## src/rtl/edge_event_arbiter.sv

```systemverilog
// Per-channel rising/falling edge detector feeding a round-robin scheduler
// that shares one registered valid/ready event port among all channels.
module edge_event_arbiter #(
  parameter int NUM_CH = 4,
  parameter int ID_W   = 2
) (
  input  logic              clock,
  input  logic              reset,
  input  logic [NUM_CH-1:0] data,
  input  logic [NUM_CH-1:0] rise_en,
  input  logic [NUM_CH-1:0] fall_en,
  output logic              event_valid,
  input  logic              event_ready,
  output logic [ID_W-1:0]   event_id,
  output logic              event_rising,
  output logic [NUM_CH-1:0] overflow,
  input  logic              overflow_clr
);

  logic [NUM_CH-1:0] data_q;
  logic [NUM_CH-1:0] pending;
  logic [NUM_CH-1:0] pend_pol;
  logic [NUM_CH-1:0] rise;
  logic [NUM_CH-1:0] fall;
  logic [NUM_CH-1:0] pend_nxt;
  logic [NUM_CH-1:0] pol_nxt;
  logic [NUM_CH-1:0] ovf_set;
  logic [ID_W-1:0]   last_grant;
  logic [ID_W-1:0]   gnt_idx;
  logic              gnt_found;
  logic              slot_free;
  logic              do_grant;

  assign rise      = data & ~data_q & rise_en;
  assign fall      = ~data & data_q & fall_en;
  assign slot_free = ~event_valid | event_ready;
  assign do_grant  = slot_free & gnt_found;

  // First pending channel searching upward from last_grant+1, wrapping.
  always_comb begin
    logic [ID_W-1:0] idx;
    gnt_found = 1'b0;
    gnt_idx   = '0;
    idx       = '0;
    for (int k = 0; k < NUM_CH; k++) begin
      idx = ID_W'((int'(last_grant) + 1 + k) % NUM_CH);
      if (!gnt_found && pending[idx]) begin
        gnt_found = 1'b1;
        gnt_idx   = idx;
      end
    end
  end

  // A channel granted this cycle frees its entry, so a coincident edge is kept.
  always_comb begin
    logic granted;
    pend_nxt = pending;
    pol_nxt  = pend_pol;
    ovf_set  = '0;
    granted  = 1'b0;
    for (int i = 0; i < NUM_CH; i++) begin
      granted = do_grant && (gnt_idx == ID_W'(i));
      if (rise[i] || fall[i]) begin
        if (!pending[i] || granted) begin
          pend_nxt[i] = 1'b1;
          pol_nxt[i]  = rise[i];
        end else begin
          ovf_set[i] = 1'b1;
        end
      end else if (granted) begin
        pend_nxt[i] = 1'b0;
      end
    end
  end

  always_ff @(posedge clock) begin
    if (!reset) begin
      data_q       <= data;
      pending      <= '0;
      pend_pol     <= '0;
      last_grant   <= ID_W'(NUM_CH - 1);
      event_valid  <= 1'b0;
      event_id     <= '0;
      event_rising <= 1'b0;
      overflow     <= '0;
    end else begin
      data_q   <= data;
      pending  <= pend_nxt;
      pend_pol <= pol_nxt;
      overflow <= ovf_set | (overflow_clr ? '0 : overflow);
      if (slot_free) begin
        event_valid <= do_grant;
        if (do_grant) begin
          event_id     <= gnt_idx;
          event_rising <= pend_pol[gnt_idx];
          last_grant   <= gnt_idx;
        end
      end
    end
  end

endmodule
```

## config.mk

```make
export PLATFORM = sky130hd
export DESIGN_NAME = edge_event_arbiter
export DESIGN_NICKNAME = d
export VERILOG_FILES = /design/src/rtl/edge_event_arbiter.sv
export SDC_FILE = /design/constraint.sdc
export NUM_CORES = 1
export LEC_CHECK = 0
export CAP_MARGIN = 15
export CORE_MARGIN = 2
export CORE_UTILIZATION = 25
export CTS_BUF_LIST = sky130_fd_sc_hd__clkbuf_4
export DETAILED_ROUTE_END_ITERATION = 8
export PLACE_DENSITY = 0.44
export REMOVE_ABC_BUFFERS = 1
export SLEW_MARGIN = 25
export SYNTH_ARGS = -nofsm -noshare
export SYNTH_HDL_FRONTEND = slang
export SYNTH_SLANG_ARGS = --single-unit
```

## constraint.sdc

```tcl
create_clock -name clock -period 1.4 [get_ports clock]
set_input_delay 0.35 -clock clock [delete_from_list [all_inputs] [get_ports clock]]
set_output_delay 0.35 -clock clock [all_outputs]
set_load 0.02 [all_outputs]
```

==> run summary <==
RUN STATUS
----------------------------------------------------------------------------------------------------
Status ................................................................................ finished, violations left
Failing checks ........................................................................ setup timing

STA
----------------------------------------------------------------------------------------------------
Setup repair after global routing missed its margin ...................................         true
Ratio of final minimum period to clock period .........................................         111%
Final count of hold timing violations .................................................            0
Headroom to the max-slew limit ........................................................        71.4%
Setup skew after layout ...............................................................   0.00190 ns
Max-slew violation total from the final report ........................................            0
Achievable Freq .......................................................................      641 MHz
Min Tclk post-route ...................................................................      1.56 ns
Worst Max-Slew Pin Slew ...............................................................     0.428 ns
Slack of the critical path ............................................................    -0.159 ns
Setup Viol. Count Final ...............................................................           17

FINISH
----------------------------------------------------------------------------------------------------
Fill cell instance count of the final layout ..........................................          389
Post-route cell area ..................................................................     1760 µm²
Final net count .......................................................................          187
Final core area utilization ...........................................................        44.1%
Final standard cell count with taps included and fillers excluded .....................          219
Diodes inserted .......................................................................            0
Fraction of final layout cells sized beyond drive strength 1 ..........................        40.8%
Layout overhead on the synthesized area ...............................................        70.9%

SETUP PATH
----------------------------------------------------------------------------------------------------
Worst Path Max Fanout .................................................................            5
Kind of start point of the critical path ..............................................     register
Capturing element type of the critical path ...........................................     register
Arrival time at the worst endpoint ....................................................      1.78 ns
Classification of the worst setup path ................................................      reg2reg
Required time of the critical path ....................................................      1.62 ns

PLACED DESIGN
----------------------------------------------------------------------------------------------------
Post-placement cell count .............................................................          206
Post-place instance area ..............................................................     1480 µm²
Number of port buffers ................................................................           23
Half-perimeter wire length of the detailed placement result ...........................      2190 µm
RePlAce Congestion ....................................................................        0.741

YOSYS
----------------------------------------------------------------------------------------------------
Share of flip-flops with an asynchronous set or reset .................................           0%
Synthesized flop and latch total ......................................................           22
Cell with the most instances after synthesis ..........................................      dfxtp_1
Area leader, netlist ..................................................................      dfxtp_1
Synth top cells by count .............................................................. 22 x dfxtp_1, 11 x nand2_1, 7 x nor2_1, 7 x o21ai_0, 6 x nand2b_1
Post-synth EDFFs ......................................................................            0
Number of library cell types mapped by synthesis ......................................           44
Sequential area share after synthesis .................................................        42.7%
Warnings, synthesis ...................................................................            0
Dominant register cell in the synthesized netlist .....................................      dfxtp_1
Share of the synthesized area in the top cell type ....................................        42.7%
Synth area leaders .................................................................... dfxtp_1 43%, nand2_1 4.0%, nand2b_1 3.6%
Area of the mapped netlist ............................................................     1030 µm²
Number of instances in the synthesized netlist ........................................          114
Mapped Avg Cell Area ..................................................................     9.05 µm²

FLOORPLAN
----------------------------------------------------------------------------------------------------
Chip height ...........................................................................      68.3 µm
Top Ports .............................................................................           24
Full die area .........................................................................     4660 µm²
Initial standard-cell utilization of the core .........................................        25.8%
Chip width ............................................................................      68.3 µm
Site row count ........................................................................           23
Area of the core ......................................................................     4000 µm²

POWER AND IR DROP
----------------------------------------------------------------------------------------------------
Post-layout power .....................................................................      1.78 mW
LEAKAGE ...............................................................................     0.733 nW
Maximum VDD drop ......................................................................     0.479 mV
Areal power density over the cells ....................................................  1010 nW/µm²

CLOCK TREE
----------------------------------------------------------------------------------------------------
CTS Buf Count .........................................................................            3
Hold-fix buffer count after cts .......................................................            0
Bufs on Longest Clock Path ............................................................            2
Root Driver ...........................................................................     clkbuf_4
Latest clock arrival within the worst-skew pair .......................................      0.31 ns
Clock-pin slew reported for the worst setup and hold paths after clock tree synthesis .      0.13 ns
TritonCTS clock tree ..................................................................          yes
CTS H-tree depth ......................................................................            1
# clock sinks .........................................................................           22

GLOBAL ROUTING
----------------------------------------------------------------------------------------------------
Final global-route overflow total .....................................................            0
Maximum number of pins on one net before global-route repair ..........................           16
GRT Resource Usage Total ..............................................................        14.6%
First-pass GRT wire length ............................................................      5040 µm
Antenna violations before repair ......................................................            0
Via count of the first global-routing pass ............................................         1136

WORST HOLD PATH
----------------------------------------------------------------------------------------------------
HP Class ..............................................................................      reg2reg

ROUTE
----------------------------------------------------------------------------------------------------
Drt drc ...............................................................................            0
DRT Wirelength ........................................................................      3010 µm
Vias per inst .........................................................................         4.72
Total number of vias ..................................................................         1034
Average routed wire per standard cell .................................................      13.8 µm
Number of detailed-route iterations in the first pass .................................            4
Number of violations reported at the end of detailed-routing iteration 0 ..............           22
Detail Route Antenna Nets .............................................................            0

RUN
----------------------------------------------------------------------------------------------------
Max-cap violations ....................................................................            0

==> state kept, by name (all words and copies together), names as in the netlist <==
signal	count
overflow	4
pending	4
event_valid	1
event_rising	1
pend_pol	4
last_grant	2
event_id	2
data_q	4
==> cell families after synthesis <==
family	share of synthesized area, %
muxes	1.94
DFF	42.7
buffers and inverters	1.82
AOI/OAI and AO/OA	31.9
and+or+nand+nor	21.7
==> stage by stage <==
step | worst slack [ns] | hold WS [ns] | TNS (ns)
6_report | -0.159 | 0.463 | -1.58
5_1_grt | -0.219 | 0.499 | -2.84
4_1_cts | -0.152 | 0.468 | -1.15
2_1_floorplan | -0.0971 | 0.378 | -0.238
3_3_place_gp | -0.335 | 0.453 | -4.16
3_5_place_dp | -0.373 | 0.453 | -4.42
==> area by class of cell <==
type | instances | area (µm²) | share of cell area, %
sequential | 22 | 452 | 25.6
inverter | 2 | 7.51 | 0.426
clock buffer | 3 | 22.5 | 1.28
timing repair buffer | 55 | 480 | 27.2
tap | 50 | 62.6 | 3.55
multi-input combinational | 87 | 739 | 41.9
==> critical path, stage by stage (launching register included) <==
cell and delay (ns):
dfxtp_2 0.36, buf_6 0.13, o21ai_4 0.15, o221ai_4 0.16, buf_6 0.15, nand2b_4 0.14
o21a_1 0.21, a31o_1 0.17
==> cells in the final DEF (no fill, tap or decap), types with 2 or more instances in the layout <==
cell	n
o21ai_4	4
nor2_2	2
dfxtp_2	3
dlygate4sd2_1	6
inv_1	2
dfxtp_4	2
buf_4	26
nand3b_1	2
o21a_1	4
a21boi_1	3
or2_2	2
clkdlybuf4s50_1	15
nand2b_1	4
o211ai_1	2
nor2_1	6
nand2_1	9
nand2b_4	2
nand3_1	3
nand2_2	2
mux2i_1	2
buf_6	6
dfxtp_1	17
a21boi_0	2
o21ai_0	6
clkbuf_4	3
==> power breakdown <==
| group | switching (mW) | internal [mW] | total, mW | leakage, nW |
|---|---|---|---|---|
| combinational | 0.335 | 0.406 | 0.741 | 0.536 |
| sequential | 0.0505 | 0.683 | 0.734 | 0.183 |
| clock | 0.204 | 0.101 | 0.305 | 0.0138 |
| total | 0.589 | 1.19 | 1.78 | 0.733 |
==> repair_timing <==
item / in CTS / in global routing
cloned: 0 / 0
setup endpoints to repair: 25 / 19
setup buffers: 9 / 1
pin swaps: 22 / 7
resized for setup: 45 / 10
==> layer usage <==
layer  track usage [%]  share of wire, %  up-vias
li1                  -                 -      537
met2              25.5                51       10
met1              18.5                47      485
met3              1.48               1.4        2
met5                 0                 0        -
met4              5.25              0.63        0
==> worst paths after layout <==
check | from | endpoint | slack, ns | depth (start not counted)
min reg2reg | event_id[1]$_SDFFE_PN0P_ | event_id[1]$_SDFFE_PN0P_ | 0.46 | 2
min | event_id[1]$_SDFFE_PN0P_ | event_id[1]$_SDFFE_PN0P_ | 0.46 | 2
max | pending[1]$_SDFFE_PN0P_ | overflow[2]$_SDFF_PN0_ | -0.16 | 7
max reg2reg | pending[1]$_SDFFE_PN0P_ | overflow[2]$_SDFF_PN0_ | -0.16 | 7
Power figures use the tool's default switching activity.
